### config.mk
export PLATFORM = sky130hd
export DESIGN_NAME = fetch_ctrl
export DESIGN_NICKNAME = d
export VERILOG_FILES = /design/src/rtl/fetch_ctrl.sv
export SDC_FILE = /design/constraint.sdc
export NUM_CORES = 1
export LEC_CHECK = 0
export CORE_MARGIN = 1.5
export CORE_UTILIZATION = 35
export DETAILED_ROUTE_END_ITERATION = 8
export DONT_BUFFER_PORTS = 1
export PLACE_DENSITY_LB_ADDON = 0.3
export SETUP_SLACK_MARGIN = 0.2
export SYNTH_ARGS = -nofsm -noshare
export SYNTH_HDL_FRONTEND = slang
export SYNTH_SLANG_ARGS = --single-unit
### constraint.sdc
create_clock -name clk -period 2.5 [get_ports clk]
set_input_delay 0.25 -clock clk [delete_from_list [all_inputs] [get_ports clk]]
set_output_delay 0.25 -clock clk [all_outputs]
set_load 0.01 [all_outputs]
### src/rtl/fetch_ctrl.sv
// Fetch-stage controller: PC sequencing, load-use stall, branch redirect and halt.
// Optional `FETCH_CTRL_STATS_EN adds saturating stall/flush event counters.
module fetch_ctrl #(
   parameter logic [31:0] RESET_PC = 32'h0000_0000
) (
   input  logic        clk,
   input  logic        rst_n,
   input  logic [4:0]  id_rs,
   input  logic [4:0]  id_rt,
   input  logic        ex_memread,
   input  logic [4:0]  ex_rt,
   input  logic        branch_taken,
   input  logic [31:0] branch_target,
   input  logic        halt_req,
   input  logic        resume,
   output logic [31:0] pc,
   output logic [31:0] pc_plus4,
   output logic        ifid_en,
   output logic        ifid_flush,
   output logic        idex_bubble,
   output logic [1:0]  ctrl_state
`ifdef FETCH_CTRL_STATS_EN
   ,
   output logic [15:0] stall_cnt,
   output logic [15:0] flush_cnt
`endif
);

   typedef enum logic [1:0] {
      RUN   = 2'b00,
      STALL = 2'b01,
      HALT  = 2'b10
   } state_t;

   state_t      state, state_next;
   logic [31:0] pc_next;
   logic        hazard;

   assign hazard     = ex_memread && (ex_rt != '0) && ((ex_rt == id_rs) || (ex_rt == id_rt));
   assign pc_plus4   = pc + 32'd4;
   assign ctrl_state = state;

   always_ff @(posedge clk or negedge rst_n) begin
      if (!rst_n) begin
         state <= RUN;
         pc    <= RESET_PC;
      end else begin
         state <= state_next;
         pc    <= pc_next;
      end
   end

   always_comb begin
      state_next = state;
      pc_next    = pc;
      case (state)
         RUN: begin
            if (branch_taken)  pc_next = branch_target;
            else if (hazard)   state_next = STALL;
            else if (halt_req) state_next = HALT;
            else               pc_next = pc_plus4;
         end
         // The stalled instruction is released unconditionally; hazard and halt are not re-evaluated.
         STALL: begin
            state_next = RUN;
            pc_next    = branch_taken ? branch_target : pc_plus4;
         end
         HALT: begin
            if (resume) state_next = RUN;
         end
         default: state_next = RUN;
      endcase
   end

   always_comb begin
      ifid_en     = 1'b0;
      ifid_flush  = 1'b0;
      idex_bubble = 1'b0;
      if (!rst_n) begin
         ifid_flush  = 1'b1;
         idex_bubble = 1'b1;
      end else begin
         case (state)
            RUN: begin
               if (branch_taken) begin
                  ifid_en    = 1'b1;
                  ifid_flush = 1'b1;
               end else if (hazard) begin
                  idex_bubble = 1'b1;
               end else if (halt_req) begin
                  ifid_flush = 1'b1;
               end else begin
                  ifid_en = 1'b1;
               end
            end
            STALL: begin
               ifid_en    = 1'b1;
               ifid_flush = branch_taken;
            end
            HALT: idex_bubble = 1'b1;
            default: begin
               ifid_flush  = 1'b1;
               idex_bubble = 1'b1;
            end
         endcase
      end
   end

`ifdef FETCH_CTRL_STATS_EN
   logic stall_evt, flush_evt;

   assign stall_evt = (state == RUN) && !branch_taken && hazard;
   assign flush_evt = ((state == RUN) || (state == STALL)) && branch_taken;

   always_ff @(posedge clk or negedge rst_n) begin
      if (!rst_n) begin
         stall_cnt <= '0;
         flush_cnt <= '0;
      end else begin
         if (stall_evt && (stall_cnt != '1)) stall_cnt <= stall_cnt + 16'd1;
         if (flush_evt && (flush_cnt != '1)) flush_cnt <= flush_cnt + 16'd1;
      end
   end
`endif

endmodule

Word-level counts from Yosys, hierarchy flattened

Index checks and enable logic that the tools add are counted.

Bits in registers: 34
Input port bits: 53
Output and inout port bits: 69
Logic and storage cells: 44

Add/subtract/negate cells: 1
Equality and inequality tests: 9
Mux-type cells: 24
Reductions and logical operators: 8

Operator list:

| cell                                                                   | count |
|---|---|
| 32-bit two-way mux                                                     | 4 |
| 32-bit case mux with 2 select lines                                    | 1 |
| 32-bit by 3-bit adder with 32-bit output (second input constant)       | 1 |
| 1-bit two-way mux                                                      | 11 |
| 5-bit equality test                                                    | 2 |
| 3-bit inequality test (second input constant)                          | 3 |
| 2-bit two-way mux                                                      | 4 |
| 3-bit AND reduction                                                    | 2 |
| 5-bit nonzero test                                                     | 1 |
| 2-bit inequality test (second input constant)                          | 2 |
| 1-bit case mux with 2 select lines                                     | 2 |
| 2-bit case mux with 2 select lines                                     | 1 |
| 1-bit case mux with 3 select lines                                     | 1 |
| 2-bit by 1-bit equality test with 1-bit output (second input constant) | 1 |
| 2-bit equality test (second input constant)                            | 1 |
| 1-bit logical AND                                                      | 2 |
| 2-bit logical NOT                                                      | 1 |
| 2-bit nonzero test                                                     | 1 |
| 1-bit logical OR                                                       | 1 |

Longest topological paths before layout

Gate-level depths: netlist of the first run.

Depth in word-level cells: 7
Mapped depth: 7
Mapped depth without buffers: 6

Worst setup path before layout of the first run

OpenSTA, ideal clock, no wires.

Kind: register to output
From: reg pc[4]
To: out pc_plus4[27]
Arrival time: 1752 ps
Data required time: 2250 ps
Setup slack: 498 ps
Cell stages (with the launch flop): 7
Buffers on the path: 2
Cell sequence: dfrtp_1 > buf_2 > nand3_1 > nor4_4 > buf_4 > nand3_1 > xnor2_1

Word-level cells in the longest chain between the ends: 1

Ends and longest elaborated chain:

| element                                  | line | text |
|---|---|---|
| start, declared                          | 16   | `output logic [31:0] pc,` |
| start signal, assigned                   | 49   | `pc <= pc_next;` |
| 32-bit by 3-bit adder with 32-bit output | 40   | `assign pc_plus4 = pc + 32'd4;` |
| end, declared                            | 17   | `output logic [31:0] pc_plus4,` |

Every way passes these cells.

Worst setup path after layout of the first run

From: reg pc[7]
To: out pc_plus4[15]

Same word-level chain as after synthesis.

==> qor.yml, run 1 <==
cts_buffers: 5
gp_congestion: 0.792
clkPwrFrac_pct: 16.0
finalSetupViolCount: 0
fin_crit_sh_pct: 89.8
grt_max_degree: 53
avgSynthCellArea_um2: 8.41
post-route-drc-count: 0
ant_nets: 0
die_x_um: 95.6
fmax_mhz: 445
cp_max_fo: 7
rows: 33
crit_path_end_kind: "output pin"
routed_wl_mm: 9.44
cts_max_level: 2
relSlewSlack_pct: 54.3
n_fill_cell: 834
drt-pass1-iter-count: 4
utilization_pct: 40.9
worst_ep_arrival_time_ns: 2.00
synth-main-ff-cell: "dfrtp_1"
syn_inst: 357
antenna_found_initial: 0
ys_top_cells_by_area: "dfrtp_1 (28%), xnor2_1 (11%), nand2_1 (3.7%), mux2i_1 (3.7%), o21ai_0 (3.5%)"
insertion_delay_ns: 0.28
p_int_mw: 1.31
slew_violations: 0
ctsLongestPathBuffers: 2
worstMarginPinSlew_ns: 0.679
met3WireLength_um: 895
met2_wirelength_mm: 4.48
synth_top_cell_area_share_pct: 28.3
hold_path_class: "in -> reg"
via_per_inst: 6.09
top_layer: "met4"
setup_tns_ns: 0
power_frac_seq_pct: 44.1
track_usage_pct: 20.9
die_y_um: 95.6
crit_type: "reg -> out"
fin_skew_ns: 0.00914
start_util_pct: 36.4
gr-total-overflow: 0
synth_cell_types: 53
critPathRequiredTime_ns: 2.25
yosysWarnings: 0
cellLeakagePower_nw: 1.22
pin_count: 122
finalWorstSetupSlack_ns: 0.255
ys_seq_area_share_pct: 28.3
die_area_um2: 9150
final_hold_viol_count: 0
p_sw_mw: 1.13
synth.largest_area_cell: "dfrtp_1"
period_minus_slack_ns: 2.25
synth_edf_count: 0
grt_pass1_wl_mm: 14.8
timing.hold.ws_ns: 0.0849
dp_slack_ns: 0.294
wl_met1_mm: 4.03
layout-drive-gt1-share_pct: 22.0
first_global_vias: 2796
vdd_ir_drop_max_mv: 0.495
nets: 413
cap_violations: 0
worstSetupStartpointType: "flip-flop"
regArea_um2: 868
ys_seq_elements: 34
clockRootBuffer: "clkbuf_8"
status: "finished, final reports clean"
numPortBuffers: 0
syn2layout_area_growth_pct: 12.5
diodes: 0
clkTransAtPathRegs_ns: 0.08
clkSinkCount: 34
p_per_area_nw_per_um2: 722
cts_tree: "yes"
combPwrFrac_pct: 39.9
hpwl_mm: 6.50
multi_input_area_um2: 2000
wl_per_cell_um: 20.3
drt-initial-drc-count: 207
syn_area_um2: 3000
grt_setup_unrepaired: "true"
switching_share_pct: 46.2
core_um2: 8260
async_flop_share_pct: 100
syn_nets: 411
vias: 2826
## per-layer routing
layer	vias up	global-route usage [%]
li1	1343	-
met1	1360	28.1
met2	121	34.0
met3	2	5.58
met4	0	3.68
met5	-	0
## metrics by stage
stage,power (mW),instance area [µm²],std cells
after floorplan,1.73,3000,357
after global placement,1.92,3130,450
after detailed placement,1.94,3130,450
after CTS,2.40,3320,463
after global routing,2.61,3380,464
final,2.44,3380,464
## Yosys cell counts (all sizes together), types with 4 or more instances
cell type	instances
a32oi	6
nor4	8
o221ai	5
o31a	6
clkbuf	18
nor3	6
nand3	16
xnor2	37
o21ai	22
a21oi	16
buf	15
mux2	4
a31o	5
o211ai	6
and3	7
nand4	13
o21a	4
and2	4
nor2	16
dfrtp	34
a41oi	4
mux2i	11
o22ai	13
nand2	30
a211oi	13
a22oi	5
inv	15
## critical path, cell delays in order, from the launching register on
cell and delay, ns:
dfrtp_2 0.47, nand4_4 0.20, buf_4 0.19, nor4_1 0.60, xnor2_1 0.25
## registers in the layout, indices dropped and copies added, names as in the netlist
register / cells
ctrl_state: 2
pc: 32
## path summary, 6_finish.rpt
kind / start / to / slack [ns] / cells after the start
setup / recovery: pc[7]$_DFFE_PN0P_ / pc_plus4[15] / 0.25 / 4
hold / removal: branch_taken / ctrl_state[0]$_DFFE_PN0P_ / 0.08 / 1
setup reg to reg: pc[7]$_DFFE_PN0P_ / pc[15]$_DFFE_PN0P_ / 0.53 / 5
hold reg to reg: pc[8]$_DFFE_PN0P_ / pc[8]$_DFFE_PN0P_ / 0.63 / 2
max in group asynchronous: rst_n / pc[2]$_DFFE_PN0P_ / 1.87 / 2
min in group asynchronous: rst_n / pc[26]$_DFFE_PN0P_ / 0.41 / 2
## cell type report
| type | instances | area share [%] |
|---|---|---|
| flip-flops and latches | 34 | 25.7 |
| well taps | 105 | 3.89 |
| multi-input cells | 275 | 59.3 |
| inverters | 15 | 1.67 |
| repair buffers | 28 | 7.15 |
| clock inverters | 2 | 0.296 |
| clock buffers | 5 | 2.04 |
## power groups by stage
| stage | registers (mW) | logic, mW | clock network [mW] |
|---|---|---|---|
| 5_1_grt | 1.11 | 1.07 | 0.428 |
| 3_5_place_dp | 1.04 | 0.900 | 0 |
| 4_1_cts | 1.05 | 0.947 | 0.399 |
| 2_1_floorplan | 0.928 | 0.805 | 0 |
| 6_report | 1.08 | 0.975 | 0.390 |
| 3_3_place_gp | 1.04 | 0.882 | 0 |
## logic make-up after synthesis
group / share of synthesized area, %
AND/OR/NAND/NOR: 20.3
adder cells (fa/ha/maj): 0.416
buffers and inverters: 7.16
multiplexers: 5.29
XOR/XNOR: 11.1
AO/OA/AOI/OAI: 27.4
flip-flops: 28.3
## layout by cell type (no fill, tap or decap), drive strengths merged, types with 2 or more instances in the layout
cell and instances:
a22oi 5, a211oi 13, clkbuf 5, o21a 4
clkinv 2, and3 7, nand3 16, nor2 16
o22ai 13, mux2 4, o31a 6, o221ai 5
o21ai 22, a41oi 4, o32a 3, a21o 2
dfrtp 34, xnor2 37, mux2i 11, a21oi 16
buf 27, o211ai 6, nand4 13, or4 3
a32oi 6, inv 15, nor4 8, nor3 6
and2 4, a31o 5, nand2 30
## timing repair
action | CTS | global route
setup endpoints to repair | 16 | 14
gates resized for setup | 11 | 13
buffers inserted | 4 | 1
pin swaps | 1 | 0
hold endpoints to repair | 34 | 0
hold buffers | 2 | 0
(Power assumes the default switching activity.)
==> run 2: changes to the inputs <==
--- a/config.mk
+++ b/config.mk
@@ -5,8 +5,9 @@
 export SDC_FILE = /design/constraint.sdc
 export NUM_CORES = 1
 export LEC_CHECK = 0
+export CORE_ASPECT_RATIO = 2
 export CORE_MARGIN = 1.5
-export CORE_UTILIZATION = 35
+export CORE_UTILIZATION = 65
 export DETAILED_ROUTE_END_ITERATION = 8
 export DONT_BUFFER_PORTS = 1
 export PLACE_DENSITY_LB_ADDON = 0.3
==> qor.yml, run 2 (synthesis results as in run 1) <==
final_cell_mix: "xnor2_1 (31), nand2_1 (30), buf_4 (24)"
power_frac_seq_pct: 41.3
status: "finished, final reports clean"
globalRouteMet3Util_pct: 6.31
clkTransAtPathRegs_ns: 0.08
setup_tns_ns: 0
syn2layout_area_growth_pct: 11.5
drt-pass1-iter-count: 6
relSlewSlack_pct: 41.9
fmax_mhz: 440
multi_input_area_um2: 2040
hp-start: "branch_taken"
holdPathStages: 1
rows: 34
worstMarginPinSlew_ns: 0.865
gr-total-overflow: 0
final_hold_viol_count: 0
fin_crit_sh_pct: 90.8
core_um2: 4380
gr-usage-met1_pct: 37.3
antenna_found_initial: 0
regArea_um2: 865
p_sw_mw: 1.15
crit_path_end_kind: "output pin"
n_fill_cell: 304
clkSinkCount: 34
diodes: 0
vdd_ir_drop_max_mv: 0.797
hold_path_class: "in -> reg"
hpwl_mm: 5.88
r2r_start: "pc[18]$_DFFE_PN0P_"
critPathRequiredTime_ns: 2.25
numPortBuffers: 0
cp_max_fo: 7
drt-initial-drc-count: 157
vias: 3043
combPwrFrac_pct: 41.3
first_global_vias: 2925
clkPwrFrac_pct: 17.3
clockRootBuffer: "clkbuf_8"
p_int_mw: 1.36
ctsLongestPathBuffers: 2
via_per_inst: 7.35
die_x_um: 51.1
worst_ep_arrival_time_ns: 2.02
pin_count: 122
routed_wl_mm: 8.99
cts_tree: "yes"
insertion_delay_ns: 0.29
worstSetupStartpointType: "flip-flop"
rr_worst_depth: 7
ant_nets: 0
finalWorstSetupSlack_ns: 0.229
fin_skew_ns: 0.00688
cap_violations: 0
p_per_area_nw_per_um2: 750
grtUsageMet2_pct: 60.5
crit_path_start: "pc[18]$_DFFE_PN0P_"
die_y_um: 99.1
largest_reg_flops: 32
final_common_cell: "xnor2_1"
gp_congestion: 0.895
grt_max_degree: 53
cts_max_level: 2
wl_per_cell_um: 21.7
switching_share_pct: 45.9
slew_violations: 0
cts_buffers: 5
period_minus_slack_ns: 2.27
gr-max-usage-layer: "met2"
die_area_um2: 5060
grt_setup_unrepaired: "true"
track_usage_pct: 34.5
nets: 413
crit_type: "reg -> out"
start_util_pct: 68.6
layout-drive-gt1-share_pct: 22.5
cellLeakagePower_nw: 1.26
finalSetupViolCount: 0
post-route-drc-count: 0
dp_slack_ns: 0.397
top_register: "pc"
grt_pass1_wl_mm: 13.4
[run 2: what timing repair did]
item,4_1_cts,5_1_grt
hold buffers,2,0
pin swaps,1,1
setup buffers,4,5
hold endpoints to repair,34,0
cloned,0,1
endpoints found under the setup margin,7,18
resized for setup,8,19
[run 2: path summary, 6_finish.rpt]
check                                             to  slack (ns)
min in group asynchronous         pc[29]$_DFFE_PN0P_        0.46
max reg2reg                       pc[26]$_DFFE_PN0P_        0.42
max                                     pc_plus4[24]        0.23
min                        ctrl_state[0]$_DFFE_PN0P_        0.04
min reg2reg                        pc[8]$_DFFE_PN0P_        0.63
max in group asynchronous         pc[17]$_DFFE_PN0P_        1.83
[run 2: layout make-up]
type | count | area share (%)
Inverter | 15 | 1.68
Clock buffer | 7 | 2.58
Tap cell | 54 | 2.02
Sequential cell | 34 | 25.8
Clock inverter | 1 | 0.149
Multi-Input combinational cell | 275 | 60.8
Timing Repair Buffer | 28 | 6.95
[run 2: power groups by stage]
| stage | registers, mW | clock network [mW] | logic, mW |
|---|---|---|---|
| 2_1_floorplan | 0.928 | 0 | 0.805 |
| 3_3_place_gp | 0.997 | 0 | 0.893 |
| 3_5_place_dp | 1.01 | 0 | 0.916 |
| 4_1_cts | 1.01 | 0.435 | 0.974 |
| 5_1_grt | 1.06 | 0.459 | 1.12 |
| 6_report | 1.04 | 0.436 | 1.04 |
[run 2: through the flow]
stage               total power [mW]  utilization, %  std cells  hold slack, ns  area, µm²
floorplan                       1.73               -        357         -0.0456       3000
global placement                1.89            69.2        394         -0.0447       3030
detailed placement              1.92            69.2        394         -0.0447       3030
CTS                             2.41            73.3        408          0.0309       3210
global route                    2.63            76.5        414          0.0245       3350
finish                          2.51            76.5        414          0.0352       3350
[run 2: per-layer routing]
metal  vias to the layer above  share of wire [%]  routed length, µm
li1                       1345                  -                  -
met1                      1424                 32               2920
met2                       232                 54               4830
met3                        42                9.6                859
met4                         0                4.2                380
met5                         -                  0                  0
[run 2: critical path, cell delays in order (launching register included)]
cell	delay (ns)
dfrtp_1	0.60
nand4_1	0.23
nor4_4	0.23
buf_4	0.22
nand4_1	0.15
xnor2_1	0.17
buf_4	0.14
